===== config.mk =====
export PLATFORM = sky130hd
export DESIGN_NAME = cool_heat_controller
export DESIGN_NICKNAME = d
export VERILOG_FILES = /design/src/rtl/cool_heat_controller.sv
export SDC_FILE = /design/constraint.sdc
export NUM_CORES = 1
export LEC_CHECK = 0
export ABC_AREA = 1
export CAP_MARGIN = 25
export CORE_ASPECT_RATIO = 0.6
export CORE_UTILIZATION = 65
export CTS_CLUSTER_DIAMETER = 200
export DETAILED_ROUTE_END_ITERATION = 7
export PLACE_DENSITY_LB_ADDON = 0.12
export REMOVE_ABC_BUFFERS = 1
export SYNTH_ARGS = -nofsm -noshare
export SYNTH_HDL_FRONTEND = slang
export SYNTH_SLANG_ARGS = --single-unit

===== constraint.sdc =====
create_clock -name clk -period 9.45 [get_ports clk]
set_input_delay 1.89 -clock clk [delete_from_list [all_inputs] [get_ports clk]]
set_output_delay 1.89 -clock clk [all_outputs]
set_load 0.01 [all_outputs]

===== src/rtl/cool_heat_controller.sv =====
`default_nettype none
// ============================================================================
// Module      : cool_heat_controller
// Description : Hysteretic cool/heat mode selection with a proportional,
//               slew-limited 8-bit duty command for the downstream PWM stage.
//               Any mode change drains the duty to 0 before switching.
//               Optional over-temperature alarm: COOL_HEAT_CONTROLLER_ALARM_EN
// Revision    : 1.0 - initial release
// ============================================================================
module cool_heat_controller #(
  parameter int HYST       = 2,
  parameter int GAIN       = 16,
  parameter int STEP       = 8,
  parameter int RAMP_DIV   = 16,
  parameter int ALARM_TEMP = 200
) (
  input  logic       clk,
  input  logic       arst,
  input  logic [7:0] temp_in,
  input  logic       temp_valid,
  input  logic [7:0] setpoint,
  output logic [7:0] speed,
  output logic       cool_on,
  output logic       heat_on,
  output logic       alarm
);

  localparam int            CW      = (RAMP_DIV > 1) ? $clog2(RAMP_DIV) : 1;
  localparam logic [CW-1:0] TICK_AT = CW'(RAMP_DIV - 1);
  localparam logic [8:0]    HYST9   = 9'(HYST);
  localparam logic [8:0]    STEP9   = 9'(STEP);

  typedef enum logic [1:0] {
    IDLE  = 2'd0,
    COOL  = 2'd1,
    HEAT  = 2'd2,
    DRAIN = 2'd3
  } state_t;

  state_t        state;
  state_t        state_nx;
  logic [7:0]    temp_q;
  logic          seen;
  logic          drain_mode;     // 0 = draining from cool, 1 = from heat
  logic          drain_mode_nx;
  logic [CW-1:0] tick_cnt;
  logic          tick;
  logic [8:0]    temp9;
  logic [8:0]    sp9;
  logic [8:0]    hi;
  logic [8:0]    lo;
  logic [7:0]    cool_tgt;
  logic [7:0]    heat_tgt;
  logic [7:0]    target;
  logic          jump;           // alarm path: bypass the slew limit
  logic [8:0]    up_sum;
  logic [8:0]    dn_lim;
  logic [7:0]    speed_nx;
  logic          alarm_i;

  // Error times gain, computed wide and saturated to the 8-bit duty range
  function automatic logic [7:0] scale(input logic [8:0] diff);
    logic [31:0] prod;
    prod = 32'(diff) * 32'(GAIN);
    return (prod > 32'd255) ? 8'hFF : prod[7:0];
  endfunction

  assign temp9    = {1'b0, temp_q};
  assign sp9      = {1'b0, setpoint};
  assign hi       = sp9 + HYST9;
  assign lo       = (sp9 >= HYST9) ? (sp9 - HYST9) : 9'd0;
  assign cool_tgt = scale((temp9 > sp9) ? (temp9 - sp9) : 9'd0);
  assign heat_tgt = scale((sp9 > temp9) ? (sp9 - temp9) : 9'd0);
  assign tick     = (tick_cnt == TICK_AT);

`ifdef COOL_HEAT_CONTROLLER_ALARM_EN
  assign alarm_i = seen && (temp9 >= 9'(ALARM_TEMP));
`else
  assign alarm_i = 1'b0;
`endif
  assign alarm = alarm_i;

  // Next state, drain direction and the target duty of the current state
  always_comb begin
    state_nx      = state;
    drain_mode_nx = drain_mode;
    target        = 8'd0;
    jump          = 1'b0;
    if (alarm_i) begin
      // Force cooling; heating must still drain to 0 before the switch
      case (state)
        IDLE:    state_nx = COOL;
        COOL:    begin target = 8'hFF; jump = 1'b1; end
        HEAT:    begin target = heat_tgt; state_nx = DRAIN; drain_mode_nx = 1'b1; end
        DRAIN:   if (!drain_mode || speed == 8'd0) state_nx = COOL;
        default: state_nx = IDLE;
      endcase
    end else begin
      case (state)
        IDLE: begin
          if (temp9 > hi)      state_nx = COOL;
          else if (temp9 < lo) state_nx = HEAT;
        end
        COOL: begin
          target = cool_tgt;
          if (temp9 <= sp9) begin state_nx = DRAIN; drain_mode_nx = 1'b0; end
        end
        HEAT: begin
          target = heat_tgt;
          if (temp9 >= sp9) begin state_nx = DRAIN; drain_mode_nx = 1'b1; end
        end
        DRAIN:   if (speed == 8'd0) state_nx = IDLE;
        default: state_nx = IDLE;
      endcase
    end
    // No decisions are taken until a real sample has arrived
    if (!seen) begin
      state_nx      = state;
      drain_mode_nx = drain_mode;
    end
  end

  // Slew-limited step toward target without overshoot or 8-bit wrap
  always_comb begin
    up_sum   = {1'b0, speed} + STEP9;
    dn_lim   = {1'b0, target} + STEP9;
    speed_nx = speed;
    if (jump)
      speed_nx = target;
    else if (speed < target)
      speed_nx = (up_sum > {1'b0, target}) ? target : up_sum[7:0];
    else if (speed > target)
      speed_nx = ({1'b0, speed} > dn_lim) ? (speed - 8'(STEP)) : target;
  end

  // Mode FSM with registered actuator selects
  always_ff @(posedge clk or negedge arst) begin
    if (!arst) begin
      state      <= IDLE;
      drain_mode <= 1'b0;
      cool_on    <= 1'b0;
      heat_on    <= 1'b0;
    end else begin
      state      <= state_nx;
      drain_mode <= drain_mode_nx;
      cool_on    <= (state_nx == COOL) || (state_nx == DRAIN && !drain_mode_nx);
      heat_on    <= (state_nx == HEAT) || (state_nx == DRAIN &&  drain_mode_nx);
    end
  end

  // Temperature sample register
  always_ff @(posedge clk or negedge arst) begin
    if (!arst) begin
      temp_q <= 8'd0;
      seen   <= 1'b0;
    end else if (temp_valid) begin
      temp_q <= temp_in;
      seen   <= 1'b1;
    end
  end

  // Free-running ramp tick divider
  always_ff @(posedge clk or negedge arst) begin
    if (!arst) tick_cnt <= '0;
    else       tick_cnt <= tick ? '0 : (tick_cnt + 1'b1);
  end

  // Duty command moves only on ramp ticks
  always_ff @(posedge clk or negedge arst) begin
    if (!arst)     speed <= 8'd0;
    else if (tick) speed <= speed_nx;
  end

endmodule
`default_nettype wire

Word-level counts from Yosys, hierarchy flattened
Index checks and enable logic that the tools add are counted.

cells by class
  equality and inequality tests = 7
  $add $sub $neg = 8
  magnitude comparators = 13
  reduce and logical (&&, ||, !) cells = 9
  muxes and demuxes = 22

operators by type and width
  operator             count
  $mux 8               6
  $mux 9               3
  $gt 13x8->1 const B  2
  $gt 8x8->1           3
  $add 8x4->9 const B  2
  $gt 8x9->1           2
  $sub 8x8->9          2
  $pmux 8 s2           1
  $mux 2               6
  $add 8x2->9 const B  1
  $gt 9x8->1           1
  $lt 8x9->1           1
  $sub 8x2->9 const B  1
  $eq 2x2->1 const B   4
  $ge 8x2->1 const B   1
  $ge 8x8->1           1
  $le 8x8->1           1
  $logic_not 8->1      1
  $lt 8x8->1           1
  $pmux 2 s4           1
  $sub 8x4->8 const B  1
  $add 4x1->4 const B  1
  $eq 2x1->1 const B   2
  $eq 4x4->1 const B   1
  other kinds (9)      13

storage, ports and cells
  output and inout bits = 11
  input port bits = 19
  flip-flop bits (word level) = 26

Logic depth before layout (Yosys ltp)
Gate-level depths: netlist (run 1).

  word-level depth = 10
  depth in mapped cells = 33
  mapped depth without buffers = 32

Least setup slack after synthesis (run 1)
No wires, ideal clock.

  path kind = input port to flip-flop
  start point = input setpoint[0]
  end point = register speed[6]
  library setup time = 0.116 ns
  cell stages on the path = 33
  arrival = 5.040 ns
  required time = 9.334 ns
  path buffers = 1
  path slack = 4.293 ns
  cells stage by stage = inv_1 -> ha_1 -> inv_1 -> fa_1 -> nand3_1 -> nand3_1 -> nand2_1 -> nand2_1 -> nor2_1 -> nand2_1 -> nor2_1 -> nand2_1 -> nand2_2 -> nand2_2 -> nand2_4 -> buf_6 -> nand2_2 -> ha_1 -> inv_1 -> ha_1 -> nand2_1 -> nor2_1 -> nand2_1 -> a31oi_1 -> o21ai_0 -> nand2_1 -> nand2_1 -> inv_1 -> nand2_1 -> nand2_1 -> nand3_1 -> nand2_1 -> nand2_1

on the way
  cells in the longest elaborated chain, start to end = 10

ends and longest elaborated chain
  item                                       line    text
  start: declaration                         21      input logic [7:0] setpoint,
  $sub 8x8->9, or another cell as far along  73      assign heat_tgt = scale((sp9 > temp9) ? (sp9 - temp9) : 9'd0);
  $mux 9, on equally long branches           73, 72
  $gt 13x8->1                                65      return (prod > 32'd255) ? 8'hFF : prod[7:0];
  $mux 8                                     65
  $pmux 8 s2 *                               99      case (state)
  $add 8x4->9                                126     dn_lim = {1'b0, target} + STEP9;
  $gt 8x9->1                                 133     speed_nx = ({1'b0, speed} > dn_lim) ? (speed - 8'(STEP)) : target;
  $mux 8                                     133
  $mux 8                                     132     else if (speed > target)
  $mux 8                                     130     else if (speed < target)
  end signal: assignment                     171     else if (tick) speed <= speed_nx;
  end: declaration                           22      output logic [7:0] speed,

Every way passes the cells marked *; elsewhere a longest branch is shown, timed or not. The select of a mux whose other input is x is not followed.
A chain may end at the register's enable or synchronous reset.

Worst setup path in the final report (run 1)
  start point = input setpoint[5]
  end point = register speed[4]

The elaborated chain is that of the path after synthesis.

==> summary.md, run 1 <==
| Metric | Value |
|---|---|
| Critical Path Sink Type | `flip-flop` |
| Hold-fix buffers, CTS | `0` |
| Die X | `roughly 98 µm` |
| Slew Viols, Final | `0` |
| Syn Inst Count | `552` |
| Starting DRC count in detailed routing | `441` |
| Htree depth | `1` |
| Setup TNS | `0 ns` |
| Tot GR Track Use | `0.352` |
| Fin crit share | `0.681` |
| Initial antenna violation count | `0` |
| Worst Path Required | `9.62 ns` |
| Fraction of layout cells with a size suffix above 1 | `0.0627` |
| Register area share after synthesis | `0.168` |
| Top cell type's share of synthesized area | `0.203` |
| Clock Latency Late Sink | `0.27 ns` |
| Routed wire length | `about 10000 µm` |
| DRC errors left | `0` |
| Pin count of the biggest net entering global routing | `25` |
| Vias in the first global route | `3133` |
| Highest ir drop seen on vdd | `181 µV` |
| F_max | `approximately 0.16 GHz` |
| Die footprint | `0.00581 mm²` |
| CP startpoint kind | `input pin` |
| Top Ports | `30` |
| Post-cts resize count | `0` |
| Drt via density | `5.78` |
| Most common cell after layout, fill and taps aside | `nand2_1` |
| Worst-path fanout max | `10` |
| Synth top area cells | `ha_1, dfrtp_1, nand2_1, inv_1, nand3_1` |
| CTS root buf | `clkbuf_8` |
| Initial Utilization | `0.690` |
| Status | `complete, no violations` |
| Most frequent cells in the layout | `nand2_1, inv_1, ha_1` |
| Routed via count | `about 3.7k` |
| Unrepaired setup endpoints after global routing | `false` |
| CTS buffer count | `3` |
| Max Cap Viol | `0` |
| Area Growth Syn to Fin | `10.5%` |
| CTS clk-pin slew, worst paths | `0.09 ns` |
| WP data arrival | `6.61 ns` |
| Clock Sinks | `24` |
| 1st-pass router iterations | `6` |
| Post-DRT Antenna Nets | `0` |
| CTS tree | `built` |
| Final hold viol count | `0` |
| Power density cells | `about 270 mW/mm²` |
| Hold Crit Class | `flip-flop to flip-flop` |
| Area leader, netlist | `ha_1` |
| Synth warnings | `0` |
| Row count | `20` |
| Overflow after GRT | `0` |
| Kind of critical path | `input pin to flip-flop` |
| Min cycle time layout | `roughly 6.4 ns` |
| Post-CTS Setup Inserts | `0` |
| Wire per inst | `~16 µm` |
| Die height | `59.4 µm` |
| ANT cells | `0` |
| Leak Pwr | `2.19 nW` |
| Layout Cells excl Fill | `640` |
| FF+latch count, synth | `24` |
| Post-Place Cells | `635` |
| NumNets Final | `654` |
| Routability congestion estimate | `~1` |
| # setup viols final | `0` |
| Core Box Area | `0.00518 mm²` |
| Mean Syn Cell Area | `6.47 µm²` |
| IO buf count | `28` |
| Synth Cell Area | `0.00357 mm²` |
| Max clock buf depth | `2` |
| First-pass GRT wire length | `15800 µm` |
| Final clock skew | `approximately 0.0063 ns` |
| DP Wirelength | `8220 µm` |
| Synth cell types | `36` |
## per-stage QoR
stage / hold WS (ns) / setup slack [ns] / power, mW / util / cell area (µm²)
after global placement: 0.475 / 2.86 / 0.939 / 0.746 / 3860
after floorplan: 0.458 / 4.33 / 0.723 / - / 3500
after global routing: 0.512 / 2.70 / 1.15 / 0.762 / 3950
after detailed placement: 0.483 / 2.91 / 0.954 / 0.746 / 3860
final: 0.497 / 3.01 / 1.06 / 0.762 / 3950
after CTS: 0.497 / 3.19 / 1.03 / 0.757 / 3920
## layout make-up
type	instances	area, µm²
Multi-Input combinational cell	428	2570
Fill cell	383	1230
Sequential cell	24	601
Inverter	89	334
Timing Repair Buffer	29	308
Tap cell	66	82.6
Clock buffer	4	55.1
## sequential cells by signal, summed over array words and instances, names as in the netlist
name and cells:
cool_on 1, drain_mode 1, heat_on 1, seen 1, speed 6, state 2
temp_q 8, tick_cnt 4
## kinds of logic after synthesis
kind of cell             synth area share
flip-flops                          0.168
AND/OR/NAND/NOR                     0.369
buffers and inverters               0.113
other                             0.00105
adder cells (fa/ha/maj)             0.214
XOR/XNOR                           0.0368
AO/OA/AOI/OAI                      0.0974
## final timing paths
kind	startpoint	to	slack, ns	cells past startpoint
worst min-delay path	tick_cnt[2]	tick_cnt[2]	0.50	1
worst min register to register	tick_cnt[2]	tick_cnt[2]	0.50	1
min in group asynchronous	arst	tick_cnt[2]	1.84	1
max in group asynchronous	arst	temp_q[0]	7.22	2
worst max-delay path	setpoint[5]	speed[4]	3.01	20
worst max register to register	temp_q[7]	speed[4]	4.94	18
## synth_stat cells (all sizes together)
master,number
nand2,169
inv,89
ha,58
nand3,53
nor2,38
a21oi,33
dfrtp,24
o21ai,21
nand4,17
xor2,12
buf,8
nor3,6
clkbuf,3
nand3b,3
o21bai,3
xnor2,3
a21boi,2
a21o,2
fa,2
or2,2
a31oi,1
and2,1
conb,1
or3,1
## worst max-delay path, stage by stage
cell and delay [ns]:
clkdlybuf4s50_1 0.66, inv_1 0.19, ha_1 0.46, inv_2 0.08, nor2_2 0.20, nand3_1 0.16
nand3_2 0.16, nand2_2 0.07, nor2_1 0.23, nand2_2 0.14, nand3b_1 0.23, nand2_1 0.20
ha_1 0.35, a21oi_1 0.14, a21boi_0 0.26, nand3_2 0.25, a21oi_2 0.43, o21ai_0 0.23
a21oi_2 0.18, a21oi_2 0.07
## metal layers
layer	vias up	track usage	part of all wire
li1	1816	-	-
met1	1645	0.554	0.49
met2	225	0.456	0.36
met3	12	0.103	0.14
met4	0	0.0714	0.0082
met5	-	0	0
## report_power, final
part | internal, mW | switching [mW] | leakage, nW | total (mW)
Sequential | 0.126 | 0.0498 | 0.294 | 0.176
Combinational | 0.287 | 0.528 | 1.87 | 0.816
Clock | 0.0373 | 0.0335 | 0.0288 | 0.0708
No activity file was read; power rests on OpenSTA's default activity.
==> inputs of run 2 (changes only) <==
Settings changed: CORE_UTILIZATION 65 to 60.
Clock period 9.45 ns to 6 ns, I/O delays scaled along.
==> run 2 against run 1 <==
Net effect: clock power rose by 99%; setup slack got worse by 2.7 ns; sequential share of layout area fell by 0.11 points; non-clock buffer count rose by 1; core utilization fell by 5.8 points; first-iteration DRC count fell by 14%; via count fell by 2.2%; hold slack improved by 0.0031 ns; critical endpoint unchanged; highest routed layer unchanged.
==> summary.md, run 2 (synthesis results as in run 1) <==
| Metric | Value |
|---|---|
| CP startpoint kind | `input pin` |
| Total net switching power | `0.923 mW (+51%)` |
| Worst-path fanout max | `15 (+5)` |
| Flip-flop count of the largest register after layout | `8 (unchanged)` |
| Drt via density | `5.52 (-4.5%)` |
| DRC errors left | `0 (unchanged)` |
| Hold-fix buffers, CTS | `0 (unchanged)` |
| CTS tree | `built` |
| Final hold viol count | `0 (unchanged)` |
| ANT cells | `0 (unchanged)` |
| Starting DRC count in detailed routing | `380 (-14%)` |
| Setup TNS | `0 ns (unchanged)` |
| Htree depth | `1 (unchanged)` |
| First-pass GRT wire length | `15400 µm (-2.6%)` |
| Most frequent cells in the layout | `nand2_1, inv_1, ha_1` |
| # setup viols final | `0 (unchanged)` |
| Reg2reg end | `speed[4]` |
| Routed via count | `3615 (-2.2%)` |
| Top Ports | `30 (unchanged)` |
| Max Cap Viol | `0 (unchanged)` |
| Initial antenna violation count | `0 (unchanged)` |
| Min cycle time layout | `5.72 ns` |
| Post-cts resize count | `0 (unchanged)` |
| Kind of critical path | `input pin to flip-flop` |
| Vias in the first global route | `3070 (-2.0%)` |
| WP data arrival | `5.89 ns (-0.72 ns)` |
| Initial Utilization | `0.632 (-0.0573)` |
| Most flops, register | `temp_q` |
| Register Area | `601 µm² (unchanged)` |
| Routability congestion estimate | `1.06 (+6.4%)` |
| Max clock buf depth | `2 (unchanged)` |
| CTS root buf | `clkbuf_8` |
| Unrepaired setup endpoints after global routing | `false` |
| Die X | `102 µm (+4.0%)` |
| CTS clk-pin slew, worst paths | `0.09 ns (about the same)` |
| Slowest CP cell | `clkdlybuf4s50_1` |
| Flop pwr share | `0.166 (about the same)` |
| IO buf count | `28 (unchanged)` |
| Die footprint | `0.00628 mm² (+8.1%)` |
| F_max | `about 0.17 GHz` |
| Fill cells | `501 (+31%)` |
| Critical Path Sink Type | `flip-flop` |
| Hold Crit Depth | `1 (unchanged)` |
| Row count | `21 (+5.0%)` |
| Reg2reg path depth | `21 (+3)` |
| Layout Cells excl Fill | `655 (+2.3%)` |
| R2R setup slack | `1.47 ns (-3.47 ns)` |
| Clock share of power | `0.085 (+0.018)` |
| Hold path startpoint | `tick_cnt[2]` |
| Logic pwr share | `0.749 (-0.019)` |
| Die height | `61.8 µm (+3.9%)` |
| Leak Pwr | `2.20 nW (+0.30%)` |
| Core Box Area | `0.00565 mm² (+9.1%)` |
| Wire per inst | `14.7 µm (-5.5%)` |
| Max incr delay on CP | `0.63 ns (-0.03 ns)` |
| Clock Latency Late Sink | `0.27 ns (about the same)` |
| Hold Path Sink | `tick_cnt[2]` |
| Post-Place Cells | `650 (+2.4%)` |
| Status | `complete, no violations` |
| P_int | `0.737 mW (+63%)` |
| Worst Path Required | `6.17 ns (-3.45 ns)` |
| Sw Share | `0.556 (-0.0193)` |
| CTS buffer count | `3 (unchanged)` |
| Tot GR Track Use | `0.327 (-0.0249)` |
| Slew Viols, Final | `0 (unchanged)` |
| Most common cell after layout, fill and taps aside | `nand2_1` |
| CP startpoint | `setpoint[5]` |
| Final clock skew | `0.00807 ns (+0.00177 ns)` |
| Critical path, cell by cell | `clkdlybuf4s50_1 -> inv_1 -> ha_1 -> inv_2 -> nor2_2 -> nand3_1 -> nand3_2 -> nand2_2 -> nor2_1 -> nand2_2 -> nand2_2 -> nand2_4 -> nand2_1 -> inv_1 -> ha_1 -> nand2_1 -> inv_1 -> a21boi_0 -> nand3_2 -> a21oi_2 -> o21ai_0 -> a21oi_2 -> a21oi_2` |
| Power density cells | `417 mW/mm² (+55%)` |
| Highest ir drop seen on vdd | `308 µV (+70%)` |
| Area Growth Syn to Fin | `11.3%` |
| Overflow after GRT | `0 (unchanged)` |
| Clock Sinks | `24 (unchanged)` |
| Post-DRT Antenna Nets | `0 (unchanged)` |
| NumNets Final | `655 (+0.15%)` |
| Worst r2r src | `temp_q[7]` |
| Hold Crit Class | `flip-flop to flip-flop` |
| Post-CTS Setup Inserts | `0 (unchanged)` |
| Pin count of the biggest net entering global routing | `25 (unchanged)` |
| Multi-input logic area | `0.00257 mm² (unchanged)` |
| Fin crit share | `0.953` |
| DP Wirelength | `8060 µm (-2.0%)` |
| Top flop regs | `temp_q (8), speed (6), tick_cnt (4)` |
| 1st-pass router iterations | `5 (-1)` |
| Routed wire length | `9660 µm (-3.3%)` |
| Fraction of layout cells with a size suffix above 1 | `0.0643 (+0.00163)` |
## run 2: layout make-up
cell class                      count  share of cell area
Clock inverter                      1             0.00755
Clock buffer                        3              0.0104
Tap cell                           80              0.0252
Inverter                           89              0.0840
Multi-Input combinational cell    428               0.646
Sequential cell                    24               0.151
Timing Repair Buffer               30              0.0761
## run 2: how the worst max path moves through the flow
| stage | cells after the start | slack (ns) | to |
|---|---|---|---|
| 2_1_floorplan | 32 | 1.57 | speed[6] |
| 3_3_place_gp | 25 | 0.18 | speed[4] |
| 3_5_place_dp | 23 | 0.19 | speed[4] |
| 4_1_cts | 23 | 0.47 | speed[4] |
| 5_1_grt | 26 | 0.02 | speed[4] |
| 6_report | 23 | 0.28 | speed[4] |
## run 2: power groups by stage
| stage | Sequential [mW] | Clock [mW] | Combinational (mW) |
|---|---|---|---|
| finish | 0.276 | 0.141 | 1.24 |
| global route | 0.279 | 0.153 | 1.40 |
| CTS | 0.271 | 0.147 | 1.21 |
| detailed placement | 0.275 | 0 | 1.20 |
| global placement | 0.273 | 0 | 1.17 |
| floorplan | 0.263 | 0 | 0.876 |
## run 2: routing by layer
layer	wire, µm	part of all wire	global-route usage	up-vias
met5	0	0	0	-
met4	61	0.0063	0.0559	0
met3	1040	0.11	0.0761	7
met2	3510	0.36	0.425	163
met1	5050	0.52	0.531	1626
li1	-	-	-	1819
## run 2: per-stage QoR
stage / util / cell area (µm²) / total power, mW / hold WS (ns) / setup WS, ns
3_3_place_gp: 0.689 / 3890 / 1.45 / 0.474 / 0.177
4_1_cts: 0.701 / 3960 / 1.63 / 0.506 / 0.471
3_5_place_dp: 0.689 / 3890 / 1.48 / 0.491 / 0.192
5_1_grt: 0.704 / 3980 / 1.83 / 0.522 / 0.0180
2_1_floorplan: - / 3500 / 1.14 / 0.458 / 1.57
6_report: 0.704 / 3980 / 1.66 / 0.500 / 0.282
## run 2: critical path, delay by kind of cell
kind | cells | cell delay [ns]
AO/OA/AOI/OAI | 5 | 1.22
adder cells (fa/ha/maj) | 2 | 0.72
buffers and inverters | 5 | 1.02
AND/OR/NAND/NOR | 11 | 1.71
